## src/rtl/stopwatch_pkg.sv

```systemverilog
// Shared types and BCD time arithmetic for the mm:ss.cc lap stopwatch.
package stopwatch_pkg;

    typedef enum logic [1:0] {
        IDLE  = 2'd0,
        RUN   = 2'd1,
        PAUSE = 2'd2,
        SPLIT = 2'd3
    } sw_state_t;

    localparam int BCD_TIME_W = 24;
    localparam logic [3:0] DIGIT_MAX_9 = 4'd9;
    localparam logic [3:0] DIGIT_MAX_5 = 4'd5;

    typedef struct packed {
        logic                  wrap;
        logic [BCD_TIME_W-1:0] value;
    } bcd_inc_t;

    // Digit order from LSB: c0 c1 s0 s1 m0 m1; the tens of seconds/minutes stop at 5.
    function automatic bcd_inc_t bcd_inc(input logic [BCD_TIME_W-1:0] t);
        bcd_inc_t   r;
        logic       carry;
        logic [3:0] d;
        logic [3:0] limit;
        r.value = t;
        carry   = 1'b1;
        for (int i = 0; i < 6; i++) begin
            d     = t[i*4 +: 4];
            limit = ((i == 3) || (i == 5)) ? DIGIT_MAX_5 : DIGIT_MAX_9;
            if (carry) begin
                if (d >= limit) begin
                    d     = 4'd0;
                    carry = 1'b1;
                end else begin
                    d     = d + 4'd1;
                    carry = 1'b0;
                end
            end
            r.value[i*4 +: 4] = d;
        end
        r.wrap = carry;
        return r;
    endfunction

endpackage

```

## src/rtl/stopwatch_lap_key_debounce.sv

```systemverilog
// Active-low key synchroniser and debouncer emitting a one-cycle pulse on an accepted press.
module key_debounce #(
    parameter int DEBOUNCE_CYCLES = 500000
) (
    input  logic CLOCK_50,
    input  logic RESET,
    input  logic key_n,
    output logic level,
    output logic press_pulse
);

    localparam int CNT_W = (DEBOUNCE_CYCLES > 1) ? $clog2(DEBOUNCE_CYCLES) : 1;
    localparam logic [CNT_W-1:0] CNT_LAST = CNT_W'(DEBOUNCE_CYCLES - 1);

    logic             sync1;
    logic             sync2;
    logic [CNT_W-1:0] cnt;

    // cnt holds how many consecutive samples already disagreed with level.
    always_ff @(posedge CLOCK_50) begin
        if (RESET) begin
            sync1       <= 1'b1;
            sync2       <= 1'b1;
            level       <= 1'b1;
            cnt         <= '0;
            press_pulse <= 1'b0;
        end else begin
            sync1       <= key_n;
            sync2       <= sync1;
            press_pulse <= 1'b0;
            if (sync2 == level) begin
                cnt <= '0;
            end else if (cnt == CNT_LAST) begin
                cnt         <= '0;
                level       <= sync2;
                press_pulse <= ~sync2;
            end else begin
                cnt <= cnt + 1'b1;
            end
        end
    end

endmodule

```

## src/rtl/stopwatch_lap.sv

```systemverilog
// mm:ss.cc stopwatch with split view, lap memory and sticky wrap flag, all on CLOCK_50.
module stopwatch_lap
    import stopwatch_pkg::*;
#(
    parameter int TICK_DIV        = 500000,
    parameter int DEBOUNCE_CYCLES = 500000,
    parameter int NUM_LAPS        = 4,
    localparam int SEL_W = (NUM_LAPS > 1) ? $clog2(NUM_LAPS) : 1,
    localparam int CNT_W = $clog2(NUM_LAPS + 1)
) (
    input  logic                  CLOCK_50,
    input  logic                  RESET,
    input  logic [1:0]            KEY,
    input  logic [SEL_W-1:0]      LAP_SEL,
    output logic [BCD_TIME_W-1:0] DISP_BCD,
    output logic [BCD_TIME_W-1:0] LAP_DATA,
    output logic [CNT_W-1:0]      LAP_COUNT,
    output logic                  RUNNING,
    output logic                  SPLIT_VIEW,
    output logic                  OVF
);

    localparam int PRE_W = (TICK_DIV > 1) ? $clog2(TICK_DIV) : 1;
    localparam logic [PRE_W-1:0] PRE_LAST = PRE_W'(TICK_DIV - 1);
    localparam logic [CNT_W-1:0] LAPS_MAX = CNT_W'(NUM_LAPS);

    sw_state_t             state_q;
    sw_state_t             state_d;
    logic [BCD_TIME_W-1:0] time_q;
    logic [BCD_TIME_W-1:0] time_now;
    logic [BCD_TIME_W-1:0] split_q;
    logic [PRE_W-1:0]      presc_q;
    logic [CNT_W-1:0]      lap_cnt_q;
    logic                  ovf_q;
    logic [BCD_TIME_W-1:0] lap_mem [NUM_LAPS];
    logic [1:0]            key_pulse;
    logic [1:0]            unused_key_level;
    logic                  start_evt;
    logic                  lap_evt;
    logic                  counting;
    logic                  tick;
    logic                  capture;
    logic                  store;
    logic                  clear;
    bcd_inc_t              inc;

    key_debounce #(.DEBOUNCE_CYCLES(DEBOUNCE_CYCLES)) u_key_start (
        .CLOCK_50    (CLOCK_50),
        .RESET       (RESET),
        .key_n       (KEY[0]),
        .level       (unused_key_level[0]),
        .press_pulse (key_pulse[0])
    );

    key_debounce #(.DEBOUNCE_CYCLES(DEBOUNCE_CYCLES)) u_key_lap (
        .CLOCK_50    (CLOCK_50),
        .RESET       (RESET),
        .key_n       (KEY[1]),
        .level       (unused_key_level[1]),
        .press_pulse (key_pulse[1])
    );

    // time_now is the time after this cycle's tick; captures and lap writes use it.
    always_comb begin
        start_evt = key_pulse[0];
        lap_evt   = key_pulse[1] & ~key_pulse[0];
        counting  = (state_q == RUN) || (state_q == SPLIT);
        tick      = counting && (presc_q == PRE_LAST);
        inc       = bcd_inc(time_q);
        time_now  = tick ? inc.value : time_q;
        capture   = (state_q == RUN) && lap_evt;
        store     = capture && (lap_cnt_q < LAPS_MAX);
        clear     = (state_q == PAUSE) && lap_evt && !start_evt;
        state_d   = state_q;
        case (state_q)
            IDLE:  if (start_evt) state_d = RUN;
            RUN:   if (start_evt) state_d = PAUSE; else if (lap_evt) state_d = SPLIT;
            SPLIT: if (start_evt) state_d = PAUSE; else if (lap_evt) state_d = RUN;
            PAUSE: if (start_evt) state_d = RUN;   else if (lap_evt) state_d = IDLE;
            default: state_d = IDLE;
        endcase
    end

    always_ff @(posedge CLOCK_50) begin
        if (RESET) begin
            state_q   <= IDLE;
            time_q    <= '0;
            split_q   <= '0;
            presc_q   <= '0;
            lap_cnt_q <= '0;
            ovf_q     <= 1'b0;
            DISP_BCD  <= '0;
            LAP_DATA  <= '0;
        end else begin
            state_q  <= state_d;
            DISP_BCD <= (state_q == SPLIT) ? split_q : time_q;
            LAP_DATA <= (int'(LAP_SEL) < int'(lap_cnt_q)) ? lap_mem[LAP_SEL] : '0;
            if (clear) begin
                time_q    <= '0;
                presc_q   <= '0;
                lap_cnt_q <= '0;
                ovf_q     <= 1'b0;
            end else begin
                time_q <= time_now;
                if (counting) presc_q <= tick ? '0 : presc_q + 1'b1;
                if (tick && inc.wrap) ovf_q <= 1'b1;
                if (capture) split_q <= time_now;
                if (store) lap_cnt_q <= lap_cnt_q + 1'b1;
            end
        end
    end

    // Lap memory has no reset; unwritten entries are masked by LAP_COUNT on read.
    always_ff @(posedge CLOCK_50) begin
        if (!RESET && store) lap_mem[lap_cnt_q[SEL_W-1:0]] <= time_now;
    end

    assign RUNNING    = counting;
    assign SPLIT_VIEW = (state_q == SPLIT);
    assign LAP_COUNT  = lap_cnt_q;
    assign OVF        = ovf_q;

endmodule

```

## config.mk

```make
export PLATFORM = sky130hd
export DESIGN_NAME = stopwatch_lap
export DESIGN_NICKNAME = d
export VERILOG_FILES = /design/src/rtl/stopwatch_pkg.sv /design/src/rtl/stopwatch_lap_key_debounce.sv /design/src/rtl/stopwatch_lap.sv
export SDC_FILE = /design/constraint.sdc
export NUM_CORES = 1
export LEC_CHECK = 0
export CAP_MARGIN = 0
export CORE_ASPECT_RATIO = 1.1
export CORE_MARGIN = 1
export CORE_UTILIZATION = 56
export CTS_BUF_LIST = sky130_fd_sc_hd__clkbuf_8
export CTS_CLUSTER_SIZE = 28
export DETAILED_ROUTE_END_ITERATION = 16
export PLACE_DENSITY_LB_ADDON = 0.25
export SYNTH_ARGS = -nofsm -noshare
export SYNTH_HDL_FRONTEND = slang
export SYNTH_HIERARCHICAL = 1
export SYNTH_SLANG_ARGS = --single-unit
```

## constraint.sdc

```tcl
create_clock -name CLOCK_50 -period 4.4 [get_ports CLOCK_50]
set_input_delay 0.88 -clock CLOCK_50 [delete_from_list [all_inputs] [get_ports CLOCK_50]]
set_output_delay 0.88 -clock CLOCK_50 [all_outputs]
set_load 0.02 [all_outputs]
```

# After elaboration in Yosys (flattened, before gate mapping)
# Memory sizes are Yosys's and may differ from the RTL's. A register that Yosys moved wholly into a read port is not among the register bits.
# Cells that the tools add are included.
dict set report totals {
  ram_bits 96
  inputBits 6
  memories 1
  register_bits 143
}
dict set report op_classes {
  n_reduce_logical 21
  n_mux 35
  magnitude_cmp 8
  bitwise_logic 10
  n_eq_ne 12
  add_sub_neg 10
}
# memory depth width read_ports rd_ports_with_merged_regs wr line_no
set mem_list {}
lappend mem_list {lap_mem 4 24 1 1 1 stopwatch_lap.sv:35} ;# logic [BCD_TIME_W-1:0] lap_mem [NUM_LAPS];
# operator n
set op_table {}
lappend op_table {{19-bit by 1-bit adder with 19-bit output, second input constant} 3}
lappend op_table {{19-bit == test, second input constant} 3}
lappend op_table {{24-bit 2-to-1 mux} 2}
lappend op_table {{4-bit 2-to-1 mux} 11}
lappend op_table {{4-bit by 1-bit adder with 4-bit output, second input constant} 6}
lappend op_table {{19-bit 2-to-1 mux} 1}
lappend op_table {{4-bit greater-or-equal comparator, second input constant} 4}
lappend op_table {{2-bit 2-to-1 mux} 7}
lappend op_table {{1-bit 2-to-1 mux} 13}
lappend op_table {{3-bit OR reduction} 4}
lappend op_table {{1-bit NOT} 9}
lappend op_table {{4-bit by 3-bit greater-or-equal comparator with 1-bit output, second input constant} 2}
lappend op_table {{2-bit case mux with 4 select lines} 1}
lappend op_table {{1-bit logical AND} 7}
lappend op_table {{3-bit by 2-bit != test with 1-bit output, second input constant} 2}
lappend op_table {{2-bit AND reduction} 3}
lappend op_table {{2-bit == test, second input constant} 2}
lappend op_table {{4-bit AND reduction} 1}
lappend op_table {{2-bit OR reduction} 2}
lappend op_table {{3-bit by 1-bit adder with 3-bit output, second input constant} 1}
lappend op_table {{2-bit by 3-bit less-than comparator with 1-bit output} 1}
lappend op_table {{3-bit less-than comparator, second input constant} 1}
lappend op_table {{3-bit by 1-bit != test with 1-bit output, second input constant} 1}
lappend op_table {{1-bit == test} 2}
lappend op_table {{6 further kinds} 7}

# Longest topological paths before layout
# Gate-level depths: netlist of the first run.
dict set report depth {
  ltp_word 8
  depth_mapped 8
  mapped_depth_nobuf 7
}

# Hierarchy
# Netlist of the first run, hierarchy kept.
# module area_each_um2 instances cells_each seq_area_each_um2
set modules_own_cells {}
lappend modules_own_cells {stopwatch_lap 8511.9 1 703 5305.1}
lappend modules_own_cells {key_debounce 1017.2 2 111 460.4}

# Worst setup path before layout of the first run
# OpenSTA, ideal clock, no wires.
dict set report synth_timing {
  path_type {reg-to-reg}
  startpoint {reg time_q[8]}
  endpoint {mem lap_mem[0][18], data pin}
  synth_period_minus_slack_ns 2.396
  setup_time_ns 0.284
  t_arrival_ns 2.112
  slack_ns 2.004
  stages_incl_launch_ff 9
  cell_sequence {dfxtp_1 -> inv_1 -> ha_1 -> or3b_2 -> nand4_1 -> or4_4 -> buf_6 -> o31ai_1 -> nand2_1}
}
dict set report synth_between {
  elab_chain_cells 6
}
# item line_no
set synth_lines {}
lappend synth_lines {{start, declared} stopwatch_lap.sv:29} ;# logic [BCD_TIME_W-1:0] time_q;
lappend synth_lines {{start signal, assigned} stopwatch_lap.sv:104} ;# time_q <= time_now;
lappend synth_lines {{4-bit greater-or-equal comparator} stopwatch_pkg.sv:32} ;# if (d >= limit) begin
lappend synth_lines {{1-bit 2-to-1 mux} stopwatch_pkg.sv:32}
lappend synth_lines {{1-bit 2-to-1 mux (2 in a row)} stopwatch_pkg.sv:31} ;# if (carry) begin
lappend synth_lines {{4-bit 2-to-1 mux} stopwatch_pkg.sv:31}
lappend synth_lines {{24-bit 2-to-1 mux} stopwatch_lap.sv:70} ;# time_now = tick ? inc.value : time_q;
lappend synth_lines {{via time_now[18]} stopwatch_lap.sv:30} ;# logic [BCD_TIME_W-1:0] time_now;
lappend synth_lines {{end, declared} stopwatch_lap.sv:35}
# The timed path passes the listed nets, and every way through them passes these cells.

# Final worst setup path of the first run
dict set report layout_timing {
  startpoint {reg state_q[0]}
  endpoint {out SPLIT_VIEW}
}
dict set report layout_between {
  elab_chain_cells 1
}
# item line_no
set layout_lines {}
lappend layout_lines {{start, declared} stopwatch_lap.sv:27} ;# sw_state_t state_q;
lappend layout_lines {{start signal, assigned} stopwatch_lap.sv:95} ;# state_q <= state_d;
lappend layout_lines {{2-bit == test} stopwatch_lap.sv:119} ;# assign SPLIT_VIEW = (state_q == SPLIT);
lappend layout_lines {{end, declared} stopwatch_lap.sv:19} ;# output logic SPLIT_VIEW,
# Every way passes these cells.

==> impl_metrics.json, run 1 <==
{
  "end_kind": "output port",
  "core_mm2": 0.0184,
  "track_usage": 0.210,
  "cts_htree_levels": 2,
  "cap_violations": 0,
  "io_pins": 60,
  "min_period_ns": 3.43,
  "syn_avg_cell_area_um2": 11.4,
  "required_ns": 3.52,
  "fmax_mhz": 292,
  "min_path_type": "reg2reg",
  "grt_pass1_vias": 6746,
  "grt.overflow.total": 0,
  "power_frac_clock": 0.421,
  "p_int_w": 0.00356,
  "p_comb_frac": 0.020,
  "hold_buffers": 0,
  "grt_max_degree": 46,
  "start_util": 0.573,
  "antenna_found_initial": 0,
  "synth_seq_cells": 263,
  "run_status": "finished clean",
  "p_sw_w": 0.000938,
  "antenna_left": 0,
  "slew_viol_final": 0,
  "yosys-top-cells-area": "dfxtp_1 32%, edfxtp_1 27%, mux4_2 5.1%",
  "fin_nets": 1029,
  "synth_ff_type": "dfxtp_1",
  "post_cts_buffers": 0,
  "netlist_top_cells_count": "167 x dfxtp_1, 114 x nor2_1, 96 x edfxtp_1, 79 x nand2_1, 50 x a21oi_1",
  "antenna_cells": 0,
  "wire_per_inst_um": 15.6,
  "p_leak_nw": 4.19,
  "vias_per_cell": 5.46,
  "fin_crit_sh": 0.779,
  "dieWidth_um": 133,
  "rows": 52,
  "cts_resized": 0,
  "netlist_instances": 925,
  "syn-cell-area_mm2": 0.0105,
  "setup_viol": 0,
  "drt_iter0_markers": 350,
  "synth_most_common_cell": "dfxtp_1",
  "yosysUniqueCellTypes": 59,
  "clk_latency_ns": 0.53,
  "clock-sinks": 263,
  "p_seq_frac": 0.559,
  "placed_cell_area_mm2": 0.0113,
  "switching_share": 0.209,
  "die-area_mm2": 0.0194,
  "finClkSkew_ns": 0.0199,
  "grt_first_pass_wirelength_um": 32600,
  "drive_gt1_frac": 0.115,
  "cts_tree": "built",
  "ctsLongestPathBuffers": 3,
  "synth_edf_count": 96,
  "cts_buffers": 40,
  "vias": 6921,
  "crit_path_start_kind": "flip-flop",
  "holdWs_ns": 0.415,
  "worstPathMaxFanout": 25,
  "ctsRootBufferMaster": "clkbuf_8",
  "first_pass_iters": 4,
  "seq_area_frac_synth": 0.590,
  "ys.warnings.count": 6,
  "ys_async_sr_fraction": 0,
  "max_slew_margin": 0.424,
  "power_density_mw_per_mm2": 372,
  "fin_setup_tns_ns": 0,
  "cp.arrival_ns": 2.55,
  "die_h_um": 146,
  "fin_area_mm2": 0.0121,
  "clkTransAtPathRegs_ns": 0.06,
  "hpwl_um": 13100,
  "syn_to_final_growth_pct": 14.7,
  "hold_violations": 0,
  "numPortBuffers": 59,
  "yosysTopAreaCell": "dfxtp_1",
  "syn_nets": 957,
  "drc": 0,
  "vdd_drop_max_v": 0.000279,
  "tightest_slew_ns": 0.856,
  "gp_congestion": 0.813,
  "grt_setup_unrepaired": "false",
  "yosysTopAreaCellShare": 0.317,
  "criticalPathCategory": "reg2out",
  "finalWirelength_um": 19800
}
power by group through the flow:
stage / Clock, W / Sequential [W] / Combinational [W]
2_1_floorplan: 0 / 0.00257 / 0.0000574
3_3_place_gp: 0 / 0.00257 / 0.0000901
3_5_place_dp: 0 / 0.00257 / 0.0000914
4_1_cts: 0.00194 / 0.00251 / 0.0000917
5_1_grt: 0.00205 / 0.00251 / 0.0000976
6_report: 0.00189 / 0.00251 / 0.0000903
logic make-up (layout without fill, tap and decap cells):
logic type	count (synthesis)	in the layout	share of synthesized area
buf+inv	76	176	0.0297
compound gates	106	106	0.0649
xor+xnor	50	50	0.0415
flops	263	263	0.590
mux	37	37	0.0638
simple gates	367	367	0.179
fa+ha+maj	26	26	0.0308
metal layers:
metal	wire (um)	track usage	up-vias
met2	9810	0.356	126
met5	0	0	-
met4	433	0.0730	0
met1	8870	0.268	3328
li1	-	-	3435
met3	654	0.0390	32
placed cells by master, fill, tap and decap left out, types with 3 or more instances in the layout:
| cell type | netlist | routed |
|---|---|---|
| nor4_1 | 10 | 10 |
| a211oi_1 | 16 | 16 |
| nand4b_1 | 3 | 3 |
| nand2_1 | 79 | 79 |
| xnor2_1 | 28 | 28 |
| nor2b_1 | 26 | 26 |
| and3_1 | 6 | 6 |
| o31ai_1 | 5 | 5 |
| xor2_1 | 22 | 22 |
| nand3_1 | 21 | 21 |
| nand2b_1 | 8 | 8 |
| nor3_1 | 19 | 19 |
| inv_1 | 36 | 48 |
| clkdlybuf4s50_1 | 0 | 57 |
| and4_1 | 6 | 6 |
| nor4b_1 | 5 | 5 |
| a21oi_1 | 50 | 50 |
| o31a_1 | 3 | 3 |
| a311oi_1 | 5 | 5 |
| buf_4 | 0 | 10 |
| ha_1 | 26 | 26 |
| or2_2 | 7 | 7 |
| dfxtp_1 | 167 | 167 |
| o21ai_0 | 10 | 10 |
| and2_1 | 8 | 8 |
| clkinv_1 | 0 | 3 |
| clkinv_2 | 0 | 4 |
| or4_1 | 4 | 4 |
| nand4_1 | 26 | 26 |
| clkbuf_8 | 0 | 49 |
| nor2_1 | 114 | 114 |
| or3b_2 | 6 | 6 |
| nand3b_1 | 4 | 4 |
| edfxtp_1 | 96 | 96 |
| mux4_2 | 24 | 24 |
| or4_4 | 3 | 3 |
| mux2i_1 | 11 | 11 |
worst max-delay path: stages (launching register included):
cell,delay (ns)
dfxtp_1,0.57
nand2_1,0.10
buf_4,0.24
inv_2,0.40
clkdlybuf4s50_1,0.71
path summary, 6_finish.rpt:
check / startpoint / endpoint / slack (ns) / cells after the start
hold reg to reg: u_key_start/sync1 / u_key_start/sync2 / 0.41 / 1
setup / recovery: state_q[0] / SPLIT_VIEW / 0.97 / 4
hold / removal: u_key_start/sync1 / u_key_start/sync2 / 0.41 / 1
setup reg to reg: time_q[0] / lap_mem[1][17] / 1.59 / 7
area by class of cell:
class / instances / area, um2
well taps: 243 / 304
repair buffers: 69 / 656
inverters: 37 / 139
clock buffers: 49 / 674
flip-flops and latches: 263 / 6230
clock inverters: 21 / 91.3
fillers: 1436 / 6310
multi-input cells: 586 / 4010
through the flow:
step,worst slack [ns],std cells,total power [W],util
final,0.971,1268,0.00449,0.657
after global routing,0.810,1268,0.00466,0.657
after CTS,0.917,1268,0.00455,0.657
after detailed placement,1.48,1198,0.00266,0.615
after global placement,1.55,1198,0.00266,0.615
after floorplan,2.00,925,0.00263,-
registers in the layout, summed over array words and instances (netlist names), 2 cells and up:
name             cells
DISP_BCD            24
lap_mem             96
LAP_COUNT            3
presc_q             19
split_q             24
LAP_DATA            24
state_q              2
time_q              24
u_key_start/cnt     19
u_key_lap/cnt       19
Note: power is estimated with default switching activity, not from simulation.
==> run 2: changes to the inputs <==
Clock period 4.4 ns to 3.4 ns, I/O delays scaled along.
==> impl_metrics.json, run 2 (synthesized netlist as in run 1, its figures left out) <==
{
  "antenna_found_initial": 0,
  "reg2reg_depth": 7,
  "clkTransAtPathRegs_ns": 0.07,
  "fmax_mhz": 364,
  "io_pins": 60,
  "syn_to_final_growth_pct": 15.5,
  "vias_per_cell": 5.45,
  "final_cell_mix": "167 x dfxtp_1, 114 x nor2_1, 96 x edfxtp_1",
  "min_path_type": "reg2reg",
  "reg2reg_to": "lap_mem[1][17]",
  "power_frac_clock": 0.418,
  "antenna_left": 0,
  "cp.arrival_ns": 3.00,
  "fin_nets": 1037,
  "wl_met2_um": 9680,
  "cts_tree": "built",
  "slew_viol_final": 0,
  "rows": 52,
  "p_int_w": 0.00457,
  "layout_commonest_cell": "dfxtp_1",
  "clock-sinks": 263,
  "drive_gt1_frac": 0.119,
  "worstPathMaxFanout": 10,
  "grt_max_degree": 39,
  "grt.overflow.total": 0,
  "start_util": 0.573,
  "ctsLongestPathBuffers": 3,
  "power_density_mw_per_mm2": 476,
  "setup_viol": 0,
  "cts_buffers": 41,
  "place_inst": 1205,
  "core_mm2": 0.0184,
  "cp_slowest_stage_delay_ns": 0.77,
  "die-area_mm2": 0.0194,
  "fin_total_pwr_w": 0.00580,
  "drc": 0,
  "max_slew_margin": 0.465,
  "grt_pass1_vias": 7024,
  "gp_congestion": 0.847,
  "fin_cells": 1278,
  "path_delay_family": "simple AND/OR/NAND/NOR gates",
  "crit_path_start_kind": "flip-flop",
  "clk_latency_ns": 0.54,
  "crit_chain": "inv_1, ha_1, or3b_2, nand4_2, nor4_1, mux2i_1, inv_1",
  "cap_violations": 0,
  "wire_per_inst_um": 15.8,
  "hold_buffers": 0,
  "r2r_slack_ns": 0.65,
  "hpwl_um": 13400,
  "route.met3.wl_um": 1000,
  "criticalPathCategory": "reg2reg",
  "dieWidth_um": 133,
  "holdPathEnd": "u_key_start/sync2",
  "drt_iter0_markers": 418,
  "min_path_cells": 1,
  "largest_register_ffs": 96,
  "post_cts_buffers": 0,
  "critPathMostFrequentCell": "inv_1",
  "finClkSkew_ns": 0.0218,
  "first_pass_iters": 4,
  "p_sw_w": 0.00123,
  "grt_first_pass_wirelength_um": 34100,
  "holdWs_ns": 0.405,
  "cp_num_buf_inv": 2,
  "ctsRootBufferMaster": "clkbuf_8",
  "p_comb_frac": 0.021,
  "cts_htree_levels": 2,
  "hp-start": "u_key_start/sync1",
  "finalWirelength_um": 20200,
  "antenna_cells": 0,
  "cts_resized": 0,
  "routed.top_layer": "met4",
  "grt_setup_unrepaired": "false",
  "die_h_um": 146,
  "run_status": "finished clean",
  "wl_met1_um": 9070,
  "numPortBuffers": 59,
  "p_leak_nw": 4.25,
  "fin_setup_tns_ns": 0,
  "track_usage": 0.219,
  "vdd_drop_max_v": 0.000344,
  "hold_violations": 0,
  "vias": 6965,
  "required_ns": 3.65,
  "tightest_slew_ns": 0.794,
  "p_seq_frac": 0.561,
  "fin_crit_sh": 0.808,
  "rr_startpoint": "time_q[0]",
  "cp.depth": 7,
  "min_period_ns": 2.75,
  "critical_path.slowest_cell": "nor4_1",
  "end_kind": "flip-flop",
  "switching_share": 0.212
}
[run 2: per-layer routing]
| layer | track usage | vias up |
|---|---|---|
| li1 | - | 3446 |
| met1 | 0.281 | 3326 |
| met2 | 0.367 | 150 |
| met3 | 0.0446 | 43 |
| met4 | 0.0799 | 0 |
| met5 | 0 | - |
[run 2: how the worst max path moves through the flow]
stage               startpoint             end  slack, ns
floorplan            time_q[8]  lap_mem[0][18]       1.00
global placement     time_q[0]  lap_mem[0][17]       0.79
detailed placement   time_q[0]  lap_mem[0][17]       0.72
CTS                  time_q[0]  lap_mem[1][17]       0.70
global route         time_q[4]  lap_mem[0][17]       0.52
finish               time_q[0]  lap_mem[1][17]       0.65
[run 2: stage by stage]
step / worst slack, ns / cell area [um2] / utilization
floorplan: 1.00 / 10500 / -
global placement: 0.790 / 11400 / 0.620
detailed placement: 0.720 / 11400 / 0.620
CTS: 0.702 / 12200 / 0.661
global route: 0.518 / 12200 / 0.661
finish: 0.653 / 12200 / 0.661
[run 2: layout make-up]
type / instances / area (um2)
fill: 1456 / 6230
sequential: 263 / 6230
multi-input combinational: 586 / 4010
timing repair buffer: 76 / 746
clock buffer: 47 / 647
tap: 243 / 304
inverter: 37 / 139
clock inverter: 26 / 110
[run 2: power groups by stage]
stage / sequential (W) / combinational (W) / clock [W]
floorplan: 0.00333 / 0.0000743 / 0
global placement: 0.00332 / 0.000124 / 0
detailed placement: 0.00332 / 0.000125 / 0
CTS: 0.00325 / 0.000125 / 0.00249
global route: 0.00325 / 0.000132 / 0.00263
finish: 0.00325 / 0.000123 / 0.00242
==> run 3: changes to the inputs <==
Clock period 3.4 ns to 2.4 ns, I/O delays scaled along.
==> impl_metrics.json, run 3 (synthesized netlist as in run 1, its figures left out) <==
{
  "r2r_slack_ns": 0.07,
  "cts_buffers": 40,
  "dieWidth_um": 133,
  "critical_path.slowest_cell": "nor4_2",
  "clock-sinks": 263,
  "slew_viol_final": 0,
  "cp_slowest_stage_delay_ns": 0.35,
  "vias_per_cell": 5.39,
  "cp.arrival_ns": 2.60,
  "layout_setup_ws_ns": 0.0725,
  "ctsRootBufferMaster": "clkbuf_8",
  "run_status": "finished clean",
  "syn_to_final_growth_pct": 18.5,
  "clkTransAtPathRegs_ns": 0.06,
  "min_path_cells": 1,
  "grt_setup_unrepaired": "true",
  "die-area_mm2": 0.0194,
  "p_leak_nw": 4.42,
  "core_mm2": 0.0184,
  "vias": 7055,
  "antenna_left": 0,
  "vdd_drop_max_v": 0.000451,
  "critPathMostFrequentCell": "buf_4",
  "hp-start": "u_key_lap/sync1",
  "hold_buffers": 0,
  "grt_max_degree": 46,
  "reg2reg_depth": 8,
  "first_pass_iters": 5,
  "final_cell_mix": "166 x dfxtp_1, 114 x nor2_1, 96 x edfxtp_1",
  "cts_htree_levels": 2,
  "min_period_ns": 2.33,
  "rr_startpoint": "presc_q[10]",
  "cp_num_buf_inv": 4,
  "gp_congestion": 0.825,
  "hold_violations": 0,
  "die_h_um": 146,
  "antenna_found_initial": 0,
  "largest_register_ffs": 96,
  "path_delay_family": "simple AND/OR/NAND/NOR gates",
  "holdWs_ns": 0.405,
  "numPortBuffers": 59,
  "max_slew_margin": 0.619,
  "required_ns": 2.67,
  "crit_path_start_kind": "flip-flop",
  "io_pins": 60,
  "tightest_slew_ns": 0.567,
  "fillCellCount": 1417,
  "fin_nets": 1070,
  "grt.overflow.total": 0,
  "power_density_mw_per_mm2": 661,
  "clk_latency_ns": 0.53,
  "start_util": 0.573,
  "antenna_cells": 0,
  "min_path_type": "reg2reg",
  "finClkSkew_ns": 0.0175,
  "drc": 0,
  "rows": 52,
  "ctsLongestPathBuffers": 3,
  "holdPathEnd": "u_key_lap/sync2",
  "drive_gt1_frac": 0.152,
  "reg2reg_to": "lap_mem[3][17]",
  "end_kind": "flip-flop",
  "cts_tree": "built",
  "drt_iter0_markers": 352,
  "finalWirelength_um": 20400,
  "criticalPathCategory": "reg2reg",
  "setup_viol": 0,
  "fin_crit_sh": 0.970,
  "grt_first_pass_wirelength_um": 33500,
  "post_cts_buffers": 0,
  "worstPathMaxFanout": 10,
  "fmax_mhz": 430,
  "layout_commonest_cell": "dfxtp_1",
  "fin_total_pwr_w": 0.00826,
  "dp_slack_ns": -0.0288,
  "crit_chain": "nor4b_2, nand4b_1, buf_4, nor4_2, buf_4, mux2i_1, buf_4, inv_1",
  "track_usage": 0.216,
  "grt_pass1_vias": 6911,
  "cap_violations": 0,
  "hpwl_um": 14000,
  "wire_per_inst_um": 15.5
}
==> run 3: cell types whose count changed in the layout (fill, tap and decap cells not counted), sizes merged <==
cell,delta
clkinv,-4
dlygate4sd2,+1
buf,+34
bufinv,+1
clkdlybuf4s50,-1
==> run 3: per-layer routing <==
layer	vias to the layer above	share of wire	global-route usage
met5	-	0	0
met1	3359	0.45	0.283
met2	150	0.49	0.366
li1	3518	-	-
met4	0	0.013	0.0603
met3	28	0.046	0.0401
==> run 3: repair_timing <==
action | in CTS | in global routing
setup endpoints to repair | 9 | 63
pin swaps | 0 | 0
cloned | 0 | 0
gates resized for setup | 2 | 12
==> run 3: where the power goes <==
part	switching [W]	internal (W)	leakage (nW)	total, W
sequential	0.00000500	0.00460	2.24	0.00461
clock	0.00160	0.00188	0.454	0.00347
combinational	0.0000921	0.0000862	1.73	0.000178
==> run 3: cell type report <==
| type | count | area [um2] | area share |
|---|---|---|---|
| Clock buffer | 47 | 647 | 0.0517 |
| Clock inverter | 23 | 121 | 0.00971 |
| Inverter | 37 | 139 | 0.0111 |
| Multi-Input combinational cell | 586 | 4050 | 0.324 |
| Sequential cell | 263 | 6230 | 0.498 |
| Tap cell | 243 | 304 | 0.0243 |
| Timing Repair Buffer | 110 | 1010 | 0.0810 |
==> run 3: worst register-to-register path, stage by stage (launching register included) <==
cell and delay (ns):
dfxtp_1 0.34, nor4b_2 0.26, nand4b_1 0.24, buf_4 0.25, nor4_2 0.35, buf_4 0.19, mux2i_1 0.20, buf_4 0.16
inv_1 0.08
==> run 3: worst max path at each step <==
| stage | startpoint | to | slack, ns | cells after the start |
|---|---|---|---|---|
| after floorplan | time_q[8] | lap_mem[0][18] | 0.004 | 8 |
| after global placement | presc_q[10] | lap_mem[0][17] | 0.04 | 8 |
| after detailed placement | presc_q[12] | lap_mem[0][17] | -0.03 | 8 |
| after CTS | time_q[4] | lap_mem[2][21] | 0.03 | 7 |
| after global routing | presc_q[12] | lap_mem[3][17] | -0.06 | 8 |
| final | presc_q[10] | lap_mem[3][17] | 0.07 | 8 |
==> run 3: per-stage QoR <==
step / area (um2) / utilization / setup TNS, ns / std cells
floorplan: 10500 / - / 0 / 925
global route: 12500 / 0.679 / -0.381 / 1309
global placement: 11700 / 0.635 / 0 / 1239
detailed placement: 11700 / 0.635 / -0.115 / 1239
finish: 12500 / 0.679 / 0 / 1309
CTS: 12500 / 0.677 / 0 / 1309
==> edit 1: new RTL, settings of run 1 <==
Put a register stage on the outputs `RUNNING` and `SPLIT_VIEW`, cleared by the reset. The values now appear one clock later. The other outputs are not delayed to match.
--- a/src/rtl/stopwatch_lap.sv
+++ b/src/rtl/stopwatch_lap.sv
@@ -116,6 +116,13 @@
     end
 
-    assign RUNNING    = counting;
-    assign SPLIT_VIEW = (state_q == SPLIT);
+    always_ff @(posedge CLOCK_50) begin
+        if (RESET) begin
+            RUNNING    <= '0;
+            SPLIT_VIEW <= '0;
+        end else begin
+            RUNNING    <= counting;
+            SPLIT_VIEW <= (state_q == SPLIT);
+        end
+    end
     assign LAP_COUNT  = lap_cnt_q;
     assign OVF        = ovf_q;
Function: no difference found for any inputs over 10 cycles, from zero or initial values and one cycle with RESET high; that may be too few to reach the edited logic, so the function may still have changed.
==> edit 1 against run 1 <==
  * Power increased by 3.3%
  * Routed wire length shrank 0.69%
  * Global-route usage rose by 0.071 points
  * Area after synthesis increased by 0.36%
  * Worst setup slack better by 580 ps
  * Non-clock buffer count unchanged
  * Critical path type is now flip-flop to flip-flop
  * Count of clock-buffer cells in the layout is 5 higher
  * Final area up 0.99%
  * Clock power up 7%
  * Synthesized cell count decreased by 0.11%
  * Clock skew fell by 11 ps
  * Sequential cell count is 2 higher
  * Critical path depth grew 3
==> edit 1: results (changes against run 1) <==
result of the run=finished clean; pin count of the biggest net entering global routing=45 (-2.2%); multi-input logic area=0.00401 mm^2 (+0.16%); All-Layer GR Usage=0.210 (+0.000707); type of the most critical hold path=flip-flop to flip-flop; Plain + repair buffers=69 (unchanged); cell count after placement=1197 (-0.083%); transition time at the pin with the least slew margin=1050 ps (+193 ps); Hold Path Stages=1 (unchanged); # Post-CTS Setup Buffers=0 (unchanged); Cell variety after synth=59 (unchanged); syn nets=956 (-0.10%); Antenna Cells=0 (unchanged); Arrival @ worst endpoint=3300 ps (+750 ps); top post-synthesis cells by area=sky130_fd_sc_hd__dfxtp_1 32%, sky130_fd_sc_hd__edfxtp_1 27%, sky130_fd_sc_hd__mux4_2 5.1%, sky130_fd_sc_hd__nor2_1 4.1%, sky130_fd_sc_hd__ha_1 3.1%; number of DRC violations after detailed-routing iteration 0=252 (-28%); Inserted Clock Buffers=42 (+5.0%); met1 track utilization from global routing=0.267 (-0.00143); Max Clock Skew=9.21 ps (-10.7 ps); placed wire-length estimate=13.1 mm (about the same); worst reg2reg path startpoint=time_q[4]$_SDFF_PP0_; sinks on the clock net=265 (+0.76%); post-cts sizing count=0 (unchanged); met2 global-route usage=0.361 (+0.00550); non-clock buffer contribution to total cell area=0.0537 (-0.000533); static leakage=4.23 nW (+0.94%); proportion of netlist area held by the largest area contributor=0.320 (+0.00266); kind of cell adding the most delay to the critical path=simple AND/OR/NAND/NOR gates; Critical Path Slowest Stage Cell=sky130_fd_sc_hd__or4_1; NumNets Final=1030 (+0.097%); number of clock buffers in the layout=54 (+10%); r2r setup slk=1560 ps (-30 ps); sequential cell area share=0.513 (-0.00178); clock network contribution to total cell area=0.0687 (+0.00542); initial antenna violation count=0 (unchanged); global placer's final weighted congestion=0.861 (+5.8%); worst-case vdd ir drop=0.207 mV (-26%); worst-path maximum fanout=8 (-68%); sequential fraction of the synthesis area=0.592 (+0.00169); global-route wire length before repair=32.9 mm (+0.98%); top cells by count, synth=169 x sky130_fd_sc_hd__dfxtp_1, 116 x sky130_fd_sc_hd__nor2_1, 96 x sky130_fd_sc_hd__edfxtp_1, 76 x sky130_fd_sc_hd__nand2_1, 45 x sky130_fd_sc_hd__a21oi_1; post-route clock period utilization=0.647 (-0.133); via count of the first global-routing pass=6783 (+0.55%); IO Port Bufs=59 (unchanged); met3 track demand over resource=0.0427 (+0.00370); count of multi-input combinational gates=583 (-0.51%); share of post-route cells with drive strength above 1=0.119 (+0.00344); routed via count=6925 (+0.058%); detailed-route wire length per cell=15.4 um (-1.0%); worst stage delay on the critical path=660 ps (-50 ps); number of instances in the synthesized netlist=924 (-0.11%); # fillers=1422 (-0.97%); worst reg2reg path endpoint=split_q[23]$_SDFFE_PP0P_; detailed-route vias per instance=5.44 (-0.26%)
## edit 1: power breakdown
| part | internal (W) | total, W | switching [W] |
|---|---|---|---|
| clock network | 0.00110 | 0.00202 | 0.000915 |
| registers | 0.00253 | 0.00253 | 0.00000284 |
| logic | 0.0000419 | 0.0000910 | 0.0000491 |
## edit 1: worst max path at each step
stage	from	depth (start not counted)	slack [ps]	end
finish	time_q[4]$_SDFF_PP0_	7	1560	split_q[23]$_SDFFE_PP0P_
detailed placement	time_q[4]$_SDFF_PP0_	7	1570	split_q[23]$_SDFFE_PP0P_
global placement	LAP_SEL[1]	6	1650	LAP_DATA[2]$_SDFF_PP0_
CTS	time_q[4]$_SDFF_PP0_	7	1570	split_q[23]$_SDFFE_PP0P_
floorplan	LAP_SEL[0]	4	1860	LAP_DATA[0]$_SDFF_PP0_
global route	time_q[4]$_SDFF_PP0_	7	1350	lap_mem[1][19]$_DFFE_PP_
## edit 1: kinds of logic (layout without fill, tap and decap cells)
logic type                 after synthesis  in the layout  synth area share
AOI/OAI and AO/OA                      106            106            0.0661
xor gates and xnor gates                50             50            0.0414
adders and majority gates               26             26            0.0307
buffers and inverters                   76            181            0.0287
DFF                                    265            265             0.592
muxes                                   36             36            0.0629
and+or+nand+nor                        365            365             0.178
## edit 1: through the flow
| stage | util | cell area, um^2 | hold slack, ps |
|---|---|---|---|
| 2_1_floorplan | - | 10600 | 389 |
| 3_3_place_gp | 0.616 | 11400 | 391 |
| 3_5_place_dp | 0.616 | 11400 | 398 |
| 4_1_cts | 0.661 | 12200 | 408 |
| 5_1_grt | 0.661 | 12200 | 427 |
| 6_report | 0.661 | 12200 | 405 |
## edit 1: routing by layer
layer	wire length, um	vias to the layer above
met1	8750	3349
li1	-	3435
met4	274	0
met3	729	26
met5	0	-
met2	9880	115
==> edit 2: new RTL, config.mk and constraints of run 1 <==
Without the edit above. `NUM_LAPS`: 4 -> 8.
--- a/src/rtl/stopwatch_lap.sv
+++ b/src/rtl/stopwatch_lap.sv
@@ -5,5 +5,5 @@
     parameter int TICK_DIV        = 500000,
     parameter int DEBOUNCE_CYCLES = 500000,
-    parameter int NUM_LAPS        = 4,
+    parameter int NUM_LAPS        = 8,
     localparam int SEL_W = (NUM_LAPS > 1) ? $clog2(NUM_LAPS) : 1,
     localparam int CNT_W = $clog2(NUM_LAPS + 1)
Interface: changed (resized LAP_COUNT and LAP_SEL); port bits go from 60 to 62. The function was not compared with the original's and may differ.
==> edit 2 against run 1 <==
  * Routed wire length is 43% higher
  * Final area increased by 35%
  * Area after synthesis rose by 36%
  * Sequential share of layout area increased by 4.4 points
  * Hold slack improved by 5.4 ps
  * Power up 40%
  * Largest cell class unchanged
  * Combinational power increased by 76%
  * Sequential cell count rose by 97
  * Critical endpoint unchanged
  * Worst setup slack worse by 100 ps
  * Synthesized cell count increased by 18%
  * Via count rose by 27%
  * First-iteration DRC count is 72% higher
  * Maximum frequency shrank 2.9%
==> edit 2: results (changes against run 1) <==
placed wire-length estimate=18.3 mm (+40%); Skew-Pair Late Insertion Delay=590 ps (+60 ps); number of DRC violations after detailed-routing iteration 0=603 (+72%); worst-case vdd ir drop=0.275 mV (-1.7%); IO Port Bufs=61 (+3.4%); share of post-route cells with drive strength above 1=0.153 (+0.0375); Arrival @ worst endpoint=2650 ps (+100 ps); All-Layer GR Usage=0.224 (+0.0141); top post-synthesis cells by area=sky130_fd_sc_hd__edfxtp_1 40%, sky130_fd_sc_hd__dfxtp_1 24%, sky130_fd_sc_hd__mux4_2 7.6%, sky130_fd_sc_hd__nor2_1 3.6%, sky130_fd_sc_hd__mux2i_1 2.2%; Antenna Cells=0 (unchanged); NumNets Final=1206 (+17%); Post-DP Area=0.0153 mm^2 (+35%); worst-path maximum fanout=25 (unchanged); static leakage=5.67 nW (+35%); worst stage delay on the critical path=730 ps (+20 ps); result of the run=finished clean; Critical Path Slowest Stage Cell=sky130_fd_sc_hd__clkdlybuf4s50_1; DRT Pass-1 Iters=5 (+1); type of the most critical hold path=flip-flop to flip-flop; via count of the first global-routing pass=8693 (+29%); Inserted Clock Buffers=55 (+38%); global-route wire length before repair=45.5 mm (+40%); dpl ws=1430 ps (-56.2 ps); top cells by count, synth=192 x sky130_fd_sc_hd__edfxtp_1, 168 x sky130_fd_sc_hd__dfxtp_1, 137 x sky130_fd_sc_hd__nor2_1, 82 x sky130_fd_sc_hd__nand2_1; # fillers=1881 (+31%); global placer's final weighted congestion=0.845 (+3.9%); count of flip-flops with a built-in enable after synthesis=192 (+100%); number of flip-flops under the largest register name=192 (+100%); Cell variety after synth=65 (+10%); detailed-route wire length per cell=18.4 um (+18%); routed via count=8790 (+27%); sequential fraction of the synthesis area=0.638 (+0.0475); Synth Warn #=6 (unchanged); transition time at the pin with the least slew margin=934 ps (+78.7 ps); Max Clock Skew=16.8 ps (-3.09 ps); post-cts sizing count=0 (unchanged); count of H-tree levels built during CTS=2 (unchanged); CTS root buffer=sky130_fd_sc_hd__clkbuf_8; syn nets=1118 (+17%); pin count of the biggest net entering global routing=64 (+39%); primary flip-flop cell chosen by synthesis mapping=sky130_fd_sc_hd__edfxtp_1
==> edit 2: layout make-up <==
type	instances	area [um^2]	area share
clock buffer	69	950	0.0581
clock inverter	32	138	0.00842
inverter	37	139	0.00850
multi-input combinational	643	4850	0.297
sequential	360	9130	0.558
tap	315	394	0.0241
timing repair buffer	78	746	0.0456
==> edit 2: worst paths after layout <==
kind	startpoint	to	slack, ps	cells past startpoint
worst max-delay path	state_q[0]$_SDFFE_PP0P_	SPLIT_VIEW	870	4
worst min-delay path	u_key_start/sync1$_SDFF_PP1_	u_key_start/sync2$_SDFF_PP1_	420	1
worst max register to register	state_q[0]$_SDFFE_PP0P_	lap_mem[5][7]$_DFFE_PP_	1340	5
worst min register to register	u_key_start/sync1$_SDFF_PP1_	u_key_start/sync2$_SDFF_PP1_	420	1
==> edit 2: critical path, delay by kind of cell (launching register included) <==
kind / cells / cell delay, ps
and+or+nand+nor: 1 / 100
DFF: 1 / 590
buffers and inverters: 3 / 1380
==> edit 2: kinds of logic after synthesis <==
logic type,count (synthesis),share of synthesized area
and+or+nand+nor,373,0.132
DFF,360,0.638
AOI/OAI and AO/OA,114,0.0539
buffers and inverters,84,0.0247
muxes,82,0.0996
xor gates and xnor gates,50,0.0306
adders and majority gates,24,0.0210
==> edit 2: through the flow <==
stage	std cells	utilization
final	1534	0.649
after global routing	1534	0.649
after CTS	1534	0.649
after detailed placement	1433	0.606
after global placement	1433	0.606
after floorplan	1087	-
==> edit 2: power breakdown <==
part	internal, W	switching [W]	leakage [nW]
Clock	0.00141	0.00123	0.639
Combinational	0.0000739	0.0000852	1.90
Sequential	0.00351	0.00000370	3.13
Total	0.00500	0.00132	5.67
==> edit 2: routing by layer <==
layer	GRT usage	wire (um)	vias up	part of all wire
met5	0	0	-	0
met4	0.0775	699	0	0.025
met3	0.0424	1580	48	0.056
met2	0.381	13800	230	0.49
met1	0.288	12200	4322	0.43
li1	-	-	4190	-
